File: src/rtl/op_reg_slave.sv
// op_reg_slave: handshaked register slave holding OP_TYPE, SCRATCH, WR_COUNT, ERR_COUNT and STATUS
module op_reg_slave #(
  parameter int         ADDR_BASE   = 10,
  parameter logic [1:0] OP_TYPE_RST = 2'd0
) (
  input  logic        clk,
  input  logic        rst_n,
  input  logic        reg_wr,
  input  logic        reg_rd,
  input  logic [31:0] reg_addr,
  input  logic [31:0] reg_wr_data,
  output logic [31:0] reg_rd_data,
  output logic        reg_ack,
  output logic        reg_err,
  input  logic        bd_wr,
  input  logic [1:0]  bd_op_type,
  output logic [1:0]  op_type
);
  typedef enum logic [1:0] {IDLE, ACCESS, ACK, RELEASE} state_t;
  localparam logic [31:0] BASE = 32'(ADDR_BASE);
  state_t      state_q, state_d;
  logic [31:0] addr_q, addr_d, wd_q, wd_d, res_q, res_d;
  logic        wr_q, wr_d, rd_q, rd_d, res_err_q, res_err_d;
  logic [1:0]  op_q, op_d;
  logic [31:0] scratch_q, scratch_d, wrc_q, wrc_d, errc_q, errc_d;
  logic        sticky_q, sticky_d;
  logic        ack_q, ack_d, err_q, err_d;
  logic [31:0] rdata_q, rdata_d;
  logic [31:0] idx, acc_rdata;
  logic        in_range, acc_err, wr_ok;
  always_comb begin
    idx       = addr_q - BASE;
    in_range  = (addr_q >= BASE) && (idx <= 32'd4);
    acc_err   = (wr_q && rd_q) || !in_range ||
                (wr_q && (idx == 32'd2 || idx == 32'd3)) ||
                (wr_q && idx == 32'd0 && wd_q > 32'd3);
    wr_ok     = wr_q && !acc_err;
    acc_rdata = (acc_err || !rd_q) ? 32'd0 :
                idx == 32'd0 ? {30'd0, op_q} :
                idx == 32'd1 ? scratch_q :
                idx == 32'd2 ? wrc_q :
                idx == 32'd3 ? errc_q : {31'd0, sticky_q};
  end
  always_comb begin
    state_d   = state_q;
    addr_d    = addr_q;
    wd_d      = wd_q;
    wr_d      = wr_q;
    rd_d      = rd_q;
    res_d     = res_q;
    res_err_d = res_err_q;
    op_d      = op_q;
    scratch_d = scratch_q;
    wrc_d     = wrc_q;
    errc_d    = errc_q;
    sticky_d  = sticky_q;
    unique case (state_q)
      IDLE: if (reg_wr || reg_rd) begin
        state_d = ACCESS;
        addr_d  = reg_addr;
        wd_d    = reg_wr_data;
        wr_d    = reg_wr;
        rd_d    = reg_rd;
      end
      ACCESS: begin
        state_d   = ACK;
        res_d     = acc_rdata;
        res_err_d = acc_err;
        op_d      = (wr_ok && idx == 32'd0) ? wd_q[1:0] : op_q;
        scratch_d = (wr_ok && idx == 32'd1) ? wd_q : scratch_q;
        wrc_d     = (wr_ok && wrc_q != 32'hFFFF_FFFF) ? wrc_q + 32'd1 : wrc_q;
        errc_d    = (acc_err && errc_q != 32'hFFFF_FFFF) ? errc_q + 32'd1 : errc_q;
        sticky_d  = acc_err ? 1'b1 : (wr_ok && idx == 32'd4 && wd_q[0]) ? 1'b0 : sticky_q;
      end
      ACK:     state_d = RELEASE;
      RELEASE: if (!reg_wr && !reg_rd) state_d = IDLE;
    endcase
    op_d    = bd_wr ? bd_op_type : op_d;
    ack_d   = state_q == ACK;
    rdata_d = ack_d ? res_q : 32'd0;
    err_d   = ack_d && res_err_q;
  end
  always_ff @(posedge clk) begin
    if (!rst_n) begin
      state_q   <= IDLE;
      addr_q    <= '0;
      wd_q      <= '0;
      wr_q      <= 1'b0;
      rd_q      <= 1'b0;
      res_q     <= '0;
      res_err_q <= 1'b0;
      op_q      <= OP_TYPE_RST;
      scratch_q <= '0;
      wrc_q     <= '0;
      errc_q    <= '0;
      sticky_q  <= 1'b0;
      ack_q     <= 1'b0;
      err_q     <= 1'b0;
      rdata_q   <= '0;
    end else begin
      state_q   <= state_d;
      addr_q    <= addr_d;
      wd_q      <= wd_d;
      wr_q      <= wr_d;
      rd_q      <= rd_d;
      res_q     <= res_d;
      res_err_q <= res_err_d;
      op_q      <= op_d;
      scratch_q <= scratch_d;
      wrc_q     <= wrc_d;
      errc_q    <= errc_d;
      sticky_q  <= sticky_d;
      ack_q     <= ack_d;
      err_q     <= err_d;
      rdata_q   <= rdata_d;
    end
  end
  assign reg_ack     = ack_q;
  assign reg_err     = err_q;
  assign reg_rd_data = rdata_q;
  assign op_type     = op_q;
endmodule

File: config.mk
export PLATFORM = sky130hd
export DESIGN_NAME = op_reg_slave
export DESIGN_NICKNAME = d
export VERILOG_FILES = /design/src/rtl/op_reg_slave.sv
export SDC_FILE = /design/constraint.sdc
export NUM_CORES = 1
export LEC_CHECK = 0
export BUFFER_PORTS_ARGS = -buffer_cell sky130_fd_sc_hd__buf_2
export CORE_MARGIN = 5
export CORE_UTILIZATION = 45
export CTS_CLUSTER_SIZE = 28
export DETAILED_ROUTE_END_ITERATION = 8
export PLACE_DENSITY_LB_ADDON = 0.05
export SLEW_MARGIN = 5
export SYNTH_ARGS = -nofsm -noshare
export SYNTH_HDL_FRONTEND = slang
export SYNTH_SLANG_ARGS = --single-unit
File: constraint.sdc
create_clock -name clk -period 4.2 [get_ports clk]
set_clock_uncertainty 0.2 [all_clocks]
set_input_delay 0.63 -clock clk [delete_from_list [all_inputs] [get_ports clk]]
set_output_delay 0.63 -clock clk [all_outputs]
set_load 0.02 [all_outputs]
After elaboration in Yosys (flattened, before gate mapping)
Index checks and enable logic that the tools add are counted.
{ "totals": {"register_bits": 234, "inputBits": 71, "output_inout_bits": 36, "word_cells": 83} }
{ "classes": {"n_addsub": 3, "magnitude_cmp": 3, "n_eq_ne": 11, "muxes": 13, "n_reduce_logical": 38} }
{ "op_table": {"columns": ["operator", "count"], "rows": [
  ["32-bit two-way mux", 5],
  ["32-bit by 1-bit adder with 32-bit output (second input constant)", 2],
  ["32-bit by 2-bit equality test with 1-bit output (second input constant)", 2],
  ["32-bit inequality test (second input constant)", 2],
  ["32-bit by 1-bit equality test with 1-bit output (second input constant)", 1],
  ["32-bit by 3-bit equality test with 1-bit output (second input constant)", 1],
  ["32-bit by 4-bit >= comparator with 1-bit output (second input constant)", 1],
  ["32-bit by 2-bit > comparator with 1-bit output (second input constant)", 1],
  ["32-bit by 3-bit <= comparator with 1-bit output (second input constant)", 1],
  ["32-bit zero test", 1],
  ["32-bit by 4-bit subtractor with 32-bit output (second input constant)", 1],
  ["2-bit AND reduction", 8],
  ["1-bit logical AND", 14],
  ["2-bit two-way mux", 5],
  ["2-bit one-hot mux with 4 select lines", 1],
  ["1-bit logical OR", 6],
  ["2-bit nonzero test", 3],
  ["1-bit zero test", 5],
  ["2-bit equality test (second input constant)", 2],
  ["2-bit inequality test (second input constant)", 2],
  ["2-bit by 1-bit equality test with 1-bit output (second input constant)", 1],
  ["2-bit zero test", 1],
  ["1-bit two-way mux", 2]
]} }

Logic depth before layout (Yosys ltp)
{ "depth": {"depth_word": 13, "depth_mapped": 15, "ltp_nobuf": 10} }

Least setup slack after synthesis
OpenSTA, ideal clock, no wires.
{ "synth_path": {"kind": "reg2reg", "start": "register addr_q[1]", "end": "register errc_q[5]", "setup_ns": 0.072, "arrival_ns": 3.216, "required_time_ns": 3.928, "path_slack_ns": 0.713, "stages_incl_launch_ff": 14, "path_buffers": 3, "period_less_slack_ns": 3.487, "cell_sequence": "dfxtp_1 buf_2 clkbuf_1 inv_1 ha_1 nand2b_1 or4_1 a211oi_1 o221ai_1 a2111oi_4 buf_2 nor2_1 nand3_1 mux2i_1"} }
{ "synth_via": {"elab_chain_cells": 9, "word_cells_on_any_way": 17, "classes_between": "add/sub: 1; order compare: 2; eq/ne: 2; reduce/logical: 12"} }
{ "synth_rtl": {"columns": ["item", "line_no", "text"], "rows": [
  ["from (decl)", "22", "logic [31:0] addr_q, addr_d, wd_q, wd_d, res_q, res_d;"],
  ["from (signal assigned)", "102", "addr_q <= addr_d;"],
  ["32-bit by 4-bit subtractor with 32-bit output", "32", "idx = addr_q - BASE;"],
  ["32-bit by 3-bit <= comparator with 1-bit output", "33", "in_range = (addr_q >= BASE) && (idx <= 32'd4);"],
  ["1-bit logical AND", "33", null],
  ["1-bit zero test", "34", "acc_err = (wr_q && rd_q) || !in_range ||"],
  ["1-bit logical OR (2 in series)", "34", null],
  ["1-bit logical OR (*)", "35", "(wr_q && (idx == 32'd2 || idx == 32'd3)) ||"],
  ["1-bit logical AND (*)", "72", "errc_d = (acc_err && errc_q != 32'hFFFF_FFFF) ? errc_q + 32'd1 : errc_q;"],
  ["2-bit AND reduction (no line) (*)", null, null],
  ["to (signal assigned)", "111", "errc_q <= errc_d;"],
  ["to (decl)", "25", "logic [31:0] scratch_q, scratch_d, wrc_q, wrc_d, errc_q, errc_d;"]
]} }
Mark *: on every way between the ends. The rest lies on a longest branch, timed or not.
A chain may end at the register's enable or synchronous reset.

Worst setup path in the final report
{ "layout_path": {"start": "register addr_q[5]", "end": "register scratch_q[5]"} }
{ "layout_via": {"elab_chain_cells": 11, "word_cells_on_any_way": 20, "classes_between": "add/sub: 1; order compare: 2; eq/ne: 3; reduce/logical: 14"} }
{ "layout_rtl": {"columns": ["item", "line_no", "text"], "rows": [
  ["32-bit by 4-bit subtractor with 32-bit output", "32", null],
  ["32-bit by 3-bit <= comparator with 1-bit output", "33", null],
  ["1-bit logical AND", "33", null],
  ["1-bit zero test", "34", null],
  ["1-bit logical OR (2 in series)", "34", null],
  ["1-bit logical OR", "35", null],
  ["1-bit zero test", "37", "wr_ok = wr_q && !acc_err;"],
  ["1-bit logical AND", "37", null],
  ["1-bit logical AND (*)", "70", "scratch_d = (wr_ok && idx == 32'd1) ? wd_q : scratch_q;"],
  ["2-bit AND reduction (no line) (*)", null, null],
  ["to (signal assigned)", "109", "scratch_q <= scratch_d;"],
  ["to (decl)", "25", null]
]} }
Marks and branches as above.

==> impl_results.md <==
- Status: finished, final reports clean
- Internal power: 0.00428 W
- Worst Tran Pin Value: 1080 ps
- Vias in the first global route: 8038
- Routed wire length: 27.5 mm
- Die width: 162 microns
- Hold Buf Count CTS: 0
- Core area: 22700 sq um
- Worst Path Max Fanout: 31
- Nets@finish: 1381
- Synth warn: 0
- Worst reg2reg path depth: 10
- Sequential fraction of the synthesis area: 44.9%
- Initial drt markers: 551
- Place WS: 623 ps
- Setup Fix Bufs, Post-CTS: 0
- CP Class: register to register
- Syn Area/Cell: 8.54 sq um
- Diode count: 0
- Final Max Slew Viols: 0
- Arrival @ worst endpoint: 3730 ps
- Mapped Nets: 1300
- Largest net degree at the start of global routing: 86
- Synth Flop Type: dfxtp_1
- DRC: 0
- Reg area: 4690 sq um
- Gr ovfl total: 0
- CTS H-tree depth: 1
- Slew headroom: 27.9%
- First-pass GRT wire length: 43.9 mm
- Final setup violation count: 0
- Final antenna-violating net count: 0
- Aggregate global-route resource usage: 20.4%
- Drt first pass iters: 5
- Cell with the most instances after synthesis: dfxtp_1
- Critical Path Source Type: register
- Hold Path Stages: 3
- Sequential power share: 40.9%
- Leading area contributor after synthesis: dfxtp_1
- RSZ-0062 raised after global routing: false
- Power Density: 524 nW/um^2
- Switching Fraction: 32.5%
- Synth top area share: 44.9%
- HPWL Detailed: 19.7 mm
- Max-cap viol count: 0
- CP Data Required Time: 4380 ps
- Row cnt: 55
- FF+latch count, synth: 234
- VDD IR max: 446 uV
- PnR worst setup slack: 652 ps
- Post-synth EDFFs: 0
- Reg2reg end: scratch_q[5]$_SDFFE_PN0P_
- Worst skew pair latency: 520 ps
- Setup_tns: 0 ps
- Vias per inst: 5.45
- Reg2reg setup slack: 650 ps
- Clock sink total: 234
- Final period util: 84.5%
- Synth Cell Area: 10400 sq um
- R2R Path Start: addr_q[5]$_SDFFE_PN0P_
- IO Pins: 107
- Static Leakage: 4.89 nW
- Asr flop ratio synth: 0%
- Final core occ: 53.3%
- Initial antenna violation count: 0
- Final min period: 3550 ps
- Clock transition at path regs: 60 ps
- Share of layout cells above drive strength 1: 16.5%
- Hold Path End: addr_q[8]$_SDFFE_PN0P_
- Via count: 8743
- Final hold violations: 0
- Synthesis-to-finish area growth: 16.1%
- Total CTS buffers: 26
- Switching Power: 0.00206 W
- CP Capture Type: register
- Tightest Hold Check Type: primary input to register
- Root buf cell: clkbuf_16
- Height of the die: 162 microns
- Commonest cells in the netlist: 234 x dfxtp_1, 173 x nand2_1, 93 x nor2_1
- Largest cells by area after synthesis: dfxtp_1 45%, nand2_1 6.2%, a21oi_1 4.3%
- CTS tree: yes
- Hold Path Origin: reg_addr[8]
- # fillers: 2183
- Mapped Cells: 1221
- Clock network fraction of total power: 36.5%
- GPL Wtd Cong: 0.884
- Gate power share: 22.5%
- Die ar.: 26300 sq um
- Port Buf Inserts: 106
- Maximum root-to-sink buffer count: 3
- Initial Util: 45.9%
- Post-DR wirelength/cell: 17.1 microns
- Maximum clock frequency: 0.282 GHz
- Multi-input logic area: 5280 sq um
- Post-CTS sizing: 0
- Distinct cells, synth: 68
[cells in the final DEF, fill, tap and decap left out, types with 4 or more instances in the layout]
master     instances
a211oi_1           4
a21oi_1           90
a22oi_1           30
and2_1            38
and3_1            50
and4_1             7
buf_2            106
buf_4             23
clkbuf_16         27
clkinv_2           4
dfxtp_1          233
ha_1               8
inv_1             49
mux2_2            23
mux2i_1           40
nand2_1          173
nand2b_1          11
nand3_1           24
nand3b_1           4
nand4_1           26
nor2_1            93
nor3_1            12
nor3b_1            8
nor4_1            29
o2111ai_1          4
o211ai_1           4
o21a_1            10
o21ai_0           26
o22ai_1           33
or2_2              4
or3_1             12
or4_1              8
xnor2_1           17
xor2_1            19
[power by group through the flow]
stage	Combinational (W)	Sequential [W]	Clock [W]
CTS	0.00144	0.00260	0.00237
floorplan	0.00106	0.00257	0
global route	0.00159	0.00263	0.00247
global placement	0.00143	0.00264	0
finish	0.00143	0.00260	0.00232
detailed placement	0.00144	0.00265	0
[critical path: stages (launching register included)]
cell	delay, ps
dfxtp_1	320
or4_4	600
nor4_4	480
a311oi_1	230
o22ai_1	340
nor4_4	80
buf_4	210
nand4_1	140
buf_4	460
mux2i_1	240
nor2_1	50
[flip-flops by register name, summed over array words and instances (netlist names)]
signal	flops
state_q	2
addr_q	32
reg_err	1
sticky_q	1
reg_rd_data	32
op_type	2
errc_q	32
wr_q	1
reg_ack	1
wd_q	32
scratch_q	32
res_err_q	1
rd_q	1
res_q	32
wrc_q	32
[worst max path at each step]
stage                      startpoint                        end
6_report       addr_q[5]$_SDFFE_PN0P_  scratch_q[5]$_SDFFE_PN0P_
5_1_grt        addr_q[2]$_SDFFE_PN0P_     wrc_q[29]$_SDFFE_PN0P_
4_1_cts         wd_q[31]$_SDFFE_PN0P_     errc_q[6]$_SDFFE_PN0P_
3_5_place_dp    wd_q[31]$_SDFFE_PN0P_     errc_q[6]$_SDFFE_PN0P_
3_3_place_gp    wd_q[31]$_SDFFE_PN0P_     wrc_q[25]$_SDFFE_PN0P_
2_1_floorplan  addr_q[1]$_SDFFE_PN0P_     errc_q[5]$_SDFFE_PN0P_
[logic make-up (layout without fill, tap and decap cells)]
kind of cell	count (synthesis)	in the layout	synth area share, %
and+or+nand+nor	518	518	25.5
AOI/OAI and AO/OA	234	234	14.4
DFF	234	234	44.9
buffers and inverters	127	225	4.70
muxes	64	64	6.54
xor gates and xnor gates	36	36	3.02
adders and majority gates	8	8	0.960
[metal layers]
layer  global-route usage, %  part of all wire (%)  routed length [microns]  vias to the layer above
li1                        -                     -                        -                     4471
met1                    29.8                    49                    13500                     4037
met2                    30.5                    42                    11700                      193
met3                    3.76                   5.7                     1580                       42
met4                    6.31                   2.7                      751                        0
met5                       0                     0                        0                        -
[area by class of cell]
cell class              instances  share of cell area (%)
multi-input cells             860                    43.6
flip-flops and latches        234                    38.7
repair buffers                130                    5.97
clock buffers                  32                    5.90
well taps                     285                    2.94
inverters                      50                    1.57
clock inverters                13                    1.32
[stage by stage]
stage / total power (W) / instance area [sq um] / instances / hold WS [ps]
floorplan: 0.00362 / 10400 / 1221 / 236
global placement: 0.00407 / 11200 / 1559 / 251
detailed placement: 0.00408 / 11200 / 1559 / 256
CTS: 0.00640 / 12100 / 1604 / 123
global route: 0.00669 / 12100 / 1604 / 132
finish: 0.00634 / 12100 / 1604 / 143
Note: power is estimated with default switching activity, not from simulation.
